File: src/rtl/byte_unstriping_if.sv
// Lane-input / reassembled-output bundle for byte_unstriping.
// master drives the two lanes and observes the merged stream; slave is the design side.
interface byte_unstriping_if;
    logic [31:0] lane0;
    logic [31:0] lane1;
    logic        valid_0;
    logic        valid_1;
    logic [31:0] data_out;
    logic        valid_out;
    logic        err;

    modport master (
        output lane0, lane1, valid_0, valid_1,
        input  data_out, valid_out, err
    );

    modport slave (
        input  lane0, lane1, valid_0, valid_1,
        output data_out, valid_out, err
    );
endinterface

File: src/rtl/byte_unstriping.sv
// Two-lane word unstriper: per-lane FIFOs drained in strict lane0/lane1 alternation.
// Optional sticky overflow flag enabled by macro UNSTRIPE_OVERFLOW_ERR_EN.
module byte_unstriping #(
    parameter int FIFO_DEPTH = 4
) (
    input  logic                clk_2f,
    input  logic                reset_L,
    byte_unstriping_if.slave    bus
);

    localparam int PTR_W = $clog2(FIFO_DEPTH);
    localparam int CNT_W = $clog2(FIFO_DEPTH + 1);
    localparam logic [CNT_W-1:0] FULL_CNT = CNT_W'(FIFO_DEPTH);

    logic [31:0]                mem_q [2][FIFO_DEPTH];
    logic [1:0][PTR_W-1:0]      wr_ptr_q, wr_ptr_d;
    logic [1:0][PTR_W-1:0]      rd_ptr_q, rd_ptr_d;
    logic [1:0][CNT_W-1:0]      count_q, count_d;
    logic                       rd_sel_q, rd_sel_d;
    logic [31:0]                data_out_q, data_out_d;
    logic                       valid_out_q, valid_out_d;

    logic [1:0]                 valid_in_s;
    logic [1:0][31:0]           lane_in_s;
    logic [1:0]                 push_s, pop_s, full_s, empty_s;

    assign valid_in_s = {bus.valid_1, bus.valid_0};
    assign lane_in_s  = {bus.lane1, bus.lane0};

    // Push/pop decisions, pointer/count updates and output selection.
    always_comb begin
        push_s      = 2'b00;
        pop_s       = 2'b00;
        full_s      = 2'b00;
        empty_s     = 2'b00;
        wr_ptr_d    = wr_ptr_q;
        rd_ptr_d    = rd_ptr_q;
        count_d     = count_q;
        rd_sel_d    = rd_sel_q;
        data_out_d  = data_out_q;
        valid_out_d = 1'b0;
        for (int k = 0; k < 2; k++) begin
            full_s[k]  = (count_q[k] == FULL_CNT);
            empty_s[k] = (count_q[k] == {CNT_W{1'b0}});
            pop_s[k]   = (rd_sel_q == 1'(k)) && !empty_s[k];
            // A pop on a full FIFO frees the slot for this edge's push.
            push_s[k]  = valid_in_s[k] && (!full_s[k] || pop_s[k]);
            if (push_s[k]) begin
                wr_ptr_d[k] = wr_ptr_q[k] + PTR_W'(1);
            end else begin
                wr_ptr_d[k] = wr_ptr_q[k];
            end
            if (pop_s[k]) begin
                rd_ptr_d[k] = rd_ptr_q[k] + PTR_W'(1);
            end else begin
                rd_ptr_d[k] = rd_ptr_q[k];
            end
            case ({push_s[k], pop_s[k]})
                2'b10:   count_d[k] = count_q[k] + CNT_W'(1);
                2'b01:   count_d[k] = count_q[k] - CNT_W'(1);
                default: count_d[k] = count_q[k];
            endcase
        end
        // rd_sel holds on an empty selected lane to keep strict alternation.
        if (|pop_s) begin
            data_out_d  = mem_q[rd_sel_q][rd_ptr_q[rd_sel_q]];
            valid_out_d = 1'b1;
            rd_sel_d    = ~rd_sel_q;
        end else begin
            data_out_d  = data_out_q;
            valid_out_d = 1'b0;
            rd_sel_d    = rd_sel_q;
        end
    end

    // Control and output registers.
    always_ff @(posedge clk_2f or negedge reset_L) begin
        if (!reset_L) begin
            wr_ptr_q    <= '0;
            rd_ptr_q    <= '0;
            count_q     <= '0;
            rd_sel_q    <= 1'b0;
            data_out_q  <= 32'h0;
            valid_out_q <= 1'b0;
        end else begin
            wr_ptr_q    <= wr_ptr_d;
            rd_ptr_q    <= rd_ptr_d;
            count_q     <= count_d;
            rd_sel_q    <= rd_sel_d;
            data_out_q  <= data_out_d;
            valid_out_q <= valid_out_d;
        end
    end

    // Lane FIFO storage.
    always_ff @(posedge clk_2f or negedge reset_L) begin
        if (!reset_L) begin
            for (int k = 0; k < 2; k++) begin
                for (int i = 0; i < FIFO_DEPTH; i++) begin
                    mem_q[k][i] <= 32'h0;
                end
            end
        end else begin
            for (int k = 0; k < 2; k++) begin
                if (push_s[k]) begin
                    mem_q[k][wr_ptr_q[k]] <= lane_in_s[k];
                end
            end
        end
    end

    assign bus.data_out  = data_out_q;
    assign bus.valid_out = valid_out_q;

`ifdef UNSTRIPE_OVERFLOW_ERR_EN
    logic       err_q;
    logic [1:0] drop_s;

    // A push is dropped only when the FIFO is full and not popped this edge.
    always_comb begin
        drop_s = 2'b00;
        for (int k = 0; k < 2; k++) begin
            drop_s[k] = valid_in_s[k] && full_s[k] && !pop_s[k];
        end
    end

    // Sticky overflow flag.
    always_ff @(posedge clk_2f or negedge reset_L) begin
        if (!reset_L) begin
            err_q <= 1'b0;
        end else begin
            err_q <= err_q | (|drop_s);
        end
    end

    assign bus.err = err_q;
`else
    assign bus.err = 1'b0;
`endif

endmodule

File: src/flat_wrapper.sv
// flat-port wrapper written by rule: the top's interface ports become plain ports
module byte_unstriping_flat 
#(
    parameter int FIFO_DEPTH = 4
)
  (clk_2f, reset_L, bus_lane0, bus_lane1, bus_valid_0, bus_valid_1, bus_data_out, bus_valid_out, bus_err);
  byte_unstriping_if bus_i ();
  input  logic clk_2f;
  input  logic reset_L;
  input wire logic [$bits(bus_i.lane0)-1:0] bus_lane0;
  input wire logic [$bits(bus_i.lane1)-1:0] bus_lane1;
  input wire logic [$bits(bus_i.valid_0)-1:0] bus_valid_0;
  input wire logic [$bits(bus_i.valid_1)-1:0] bus_valid_1;
  output wire logic [$bits(bus_i.data_out)-1:0] bus_data_out;
  output wire logic [$bits(bus_i.valid_out)-1:0] bus_valid_out;
  output wire logic [$bits(bus_i.err)-1:0] bus_err;
  assign bus_i.lane0 = bus_lane0;
  assign bus_i.lane1 = bus_lane1;
  assign bus_i.valid_0 = bus_valid_0;
  assign bus_i.valid_1 = bus_valid_1;
  assign bus_data_out = bus_i.data_out;
  assign bus_valid_out = bus_i.valid_out;
  assign bus_err = bus_i.err;
  byte_unstriping #(.FIFO_DEPTH(FIFO_DEPTH)) u_core (.clk_2f(clk_2f), .reset_L(reset_L), .bus(bus_i));
endmodule
File: config.mk
export PLATFORM = sky130hd
export DESIGN_NAME = byte_unstriping_flat
export DESIGN_NICKNAME = d
export VERILOG_FILES = /design/src/rtl/byte_unstriping_if.sv /design/src/rtl/byte_unstriping.sv /design/src/flat_wrapper.sv
export SDC_FILE = /design/constraint.sdc
export NUM_CORES = 1
export LEC_CHECK = 0
export ABC_CLOCK_PERIOD_IN_PS = 2800
export BUFFER_PORTS_ARGS = -buffer_cell sky130_fd_sc_hd__buf_2
export CAP_MARGIN = 5
export CORE_UTILIZATION = 40
export DETAILED_ROUTE_END_ITERATION = 16
export PLACE_DENSITY = 0.63
export SLEW_MARGIN = 20
export SYNTH_ARGS = -nofsm -noshare
export SYNTH_HDL_FRONTEND = slang
export SYNTH_SLANG_ARGS = --single-unit
File: constraint.sdc
create_clock -name clk_2f -period 2.8 [get_ports clk_2f]
set_input_delay 0 -clock clk_2f [delete_from_list [all_inputs] [get_ports clk_2f]]
set_output_delay 0 -clock clk_2f [all_outputs]
set_load 0.05 [all_outputs]
==> impl_metrics.json <==
{
  "place_congestion": 0.728,
  "hold_path_class": "in -> async",
  "dp.final_hpwl_um": 19900,
  "met2_usage": 0.297,
  "min_period_over_period": 0.835,
  "core_sq_um": 33400,
  "max_freq_ghz": 0.428,
  "grt_pass1_vias": 8313,
  "numCtsBuffers": 31,
  "status": "complete, no violations",
  "syn_inst": 882,
  "clk_latency_ps": 550,
  "row_count": 67,
  "setup.worst_path.start_class": "flop",
  "multi_input_area_sq_um": 5460,
  "busiest_layer": "met2",
  "tightest_slew_ps": 697,
  "cp_top_family": "multiplexers",
  "routedWlPerCell_um": 20.9,
  "first_pass_iters": 5,
  "cts_setup_buffers": 0,
  "grt.total_usage": 0.192,
  "drv_slew": 0,
  "ir_drop_v": 0.000765,
  "antenna_found_initial": 5,
  "worstReg2RegEnd": "u_core.bus.data_out[22]$_DFFE_PN0P_",
  "synth_top_area_frac": 0.561,
  "crit_buf_inv": 1,
  "drive_above_1_share": 0.411,
  "grt_max_degree": 87,
  "final.fill_count": 2879,
  "chipWidth_um": 186,
  "path_max_fanout": 24,
  "synth_common_cells": "dfrtp_1 (304), mux2_2 (239), mux2i_1 (33)",
  "yosysTopAreaCell": "dfrtp_1",
  "postSynth.asyncResetShare": 1.00,
  "critPathKind": "reg -> reg",
  "area_growth_pct": 19.7,
  "avgViaCountPerCell": 5.30,
  "cts-hold-fix-buffers": 67,
  "end_kind": "flop",
  "setup_viol": 0,
  "synth_edf_count": 0,
  "cp_slowest_cell": "dfrtp_1",
  "p_per_area_nw_per_um2": 1310,
  "grt_util_met3": 0.0274,
  "drt_iter0_markers": 511,
  "clk_pin_slew_ps": 60,
  "netlist_top_cells_area": "dfrtp_1 (56%), mux2_2 (20%), mux4_1 (3.9%)",
  "arrival_ps": 2750,
  "fin_setup_tns_ps": 0,
  "start_util": 0.405,
  "max_stage_delay_ps": 650,
  "fin_ws_ps": 461,
  "die_h_um": 186,
  "ctsResizeCount": 0,
  "period_needed_ps": 2340,
  "ys_types": 37,
  "seq_area_frac_synth": 0.561,
  "power_leakage_nw": 7.10,
  "syn-num-nets": 962,
  "root_buffer": "clkbuf_16",
  "grtUsageMet1": 0.285,
  "rsz0062_at_grt": "false",
  "ys_warn_count": 0,
  "yosys_register_bits": 304,
  "num_vias": 8073,
  "path_cells": "mux2i_4 > buf_4 > mux4_1 > a222oi_1 > o21ai_1",
  "clock_skew_ps": 5.69,
  "overflow": 0,
  "avgSynthCellArea_sq_um": 15.4,
  "wl_um": 31800,
  "synth_most_common_cell": "dfrtp_1",
  "nNetsFinal": 1129,
  "reg2regPathDepth": 5,
  "antenna_left": 0,
  "place_ws_ps": 486,
  "drc": 0,
  "cts_tree": "built",
  "required_ps": 3210,
  "htree_num_levels": 1,
  "portBuffers": 100,
  "seq_area_sq_um": 7610,
  "cts_buffer_depth": 3,
  "finalHoldViolCount": 0,
  "slew_headroom": 0.533,
  "io_pins": 102,
  "rrSetupSlack_ps": 460,
  "cts_sinks": 304,
  "max_cap_viol_count": 0,
  "r2r-start": "u_core.rd_sel_q$_DFFE_PN0P_",
  "synth_top_flop_cell": "dfrtp_1",
  "netlist_area_sq_um": 13600,
  "die_area_sq_um": 34600,
  "grt_pass1_wl_um": 50500
}
worst register-to-register path: cells and delay by family, from the launching register on:
kind	cells	cell delay, ps
AO/OA/AOI/OAI	2	420
buffers and inverters	1	380
flip-flops	1	650
multiplexers	2	770
cell type report:
type / instances / share of cell area
sequential: 304 / 0.469
multi-input combinational: 504 / 0.336
timing repair buffer: 191 / 0.0886
clock buffer: 47 / 0.0577
tap: 448 / 0.0346
clock inverter: 10 / 0.00926
inverter: 17 / 0.00394
antenna: 2 / 0.000309
state kept, by name, summed over array words and instances (netlist names):
name                  count
u_core.mem_q            256
u_core.rd_ptr_q           4
u_core.count_q            6
u_core.bus.valid_out      1
u_core.rd_sel_q           1
u_core.wr_ptr_q           4
u_core.bus.data_out      32
per-layer routing:
metal / routed length (um) / up-vias
li1: - / 3636
met1: 15300 / 4243
met2: 14700 / 151
met3: 1350 / 37
met4: 428 / 6
met5: 34 / -
report_power, final:
| group | internal (mW) | leakage (nW) | switching (mW) | total (mW) |
|---|---|---|---|---|
| logic | 4.46 | 2.95 | 4.47 | 8.92 |
| registers | 6.70 | 3.62 | 1.30 | 8.00 |
| clock network | 2.66 | 0.541 | 1.68 | 4.33 |
per-stage QoR:
stage          cell area [sq um]  power (mW)  utilization  hold slack (ps)  instances
2_1_floorplan              13600        14.8            -             -296        882
3_3_place_gp               14500        16.7        0.432             63.7       1397
3_5_place_dp               14500        17.0        0.432             63.5       1397
4_1_cts                    16200        21.4        0.485             74.9       1521
5_1_grt                    16200        22.6        0.485              133       1521
6_report                   16200        21.3        0.485             66.4       1523
worst max-delay path by stage:
stage | from | end | slack [ps] | cells after the start
2_1_floorplan | u_core.rd_sel_q$_DFFE_PN0P_ | u_core.count_q[5]$_DFFE_PN0P_ | 540 | 10
3_3_place_gp | u_core.rd_sel_q$_DFFE_PN0P_ | u_core.bus.data_out[20]$_DFFE_PN0P_ | 530 | 5
3_5_place_dp | u_core.rd_sel_q$_DFFE_PN0P_ | u_core.bus.data_out[26]$_DFFE_PN0P_ | 490 | 5
4_1_cts | u_core.rd_sel_q$_DFFE_PN0P_ | u_core.bus.data_out[22]$_DFFE_PN0P_ | 450 | 5
5_1_grt | u_core.rd_sel_q$_DFFE_PN0P_ | u_core.bus.data_out[22]$_DFFE_PN0P_ | 300 | 5
6_report | u_core.rd_sel_q$_DFFE_PN0P_ | u_core.bus.data_out[22]$_DFFE_PN0P_ | 460 | 5
placed cells by master (no fill, tap or decap), drive strengths merged, types with 6 or more instances in the layout:
cell / instances
nand3: 24
xnor2: 8
mux2: 265
buf: 124
dfrtp: 304
inv: 17
mux4: 32
a222oi: 24
o21a: 24
o211ai: 8
nand2: 21
clkbuf: 47
clkinv: 6
mux2i: 35
a22oi: 8
o21ai: 27
dlygate4sd3: 67
ha: 10
cell families (layout without fill, tap and decap cells):
family | after synthesis | count (layout) | share of synthesized area
buf+inv | 74 | 265 | 0.0367
other cells | 1 | 3 | 0.000277
xor+xnor | 12 | 12 | 0.00776
fa+ha+maj | 12 | 12 | 0.0122
mux | 332 | 332 | 0.307
flops | 304 | 304 | 0.561
compound gates | 94 | 94 | 0.0531
simple gates | 53 | 53 | 0.0221
Power figures use the tool's default switching activity.
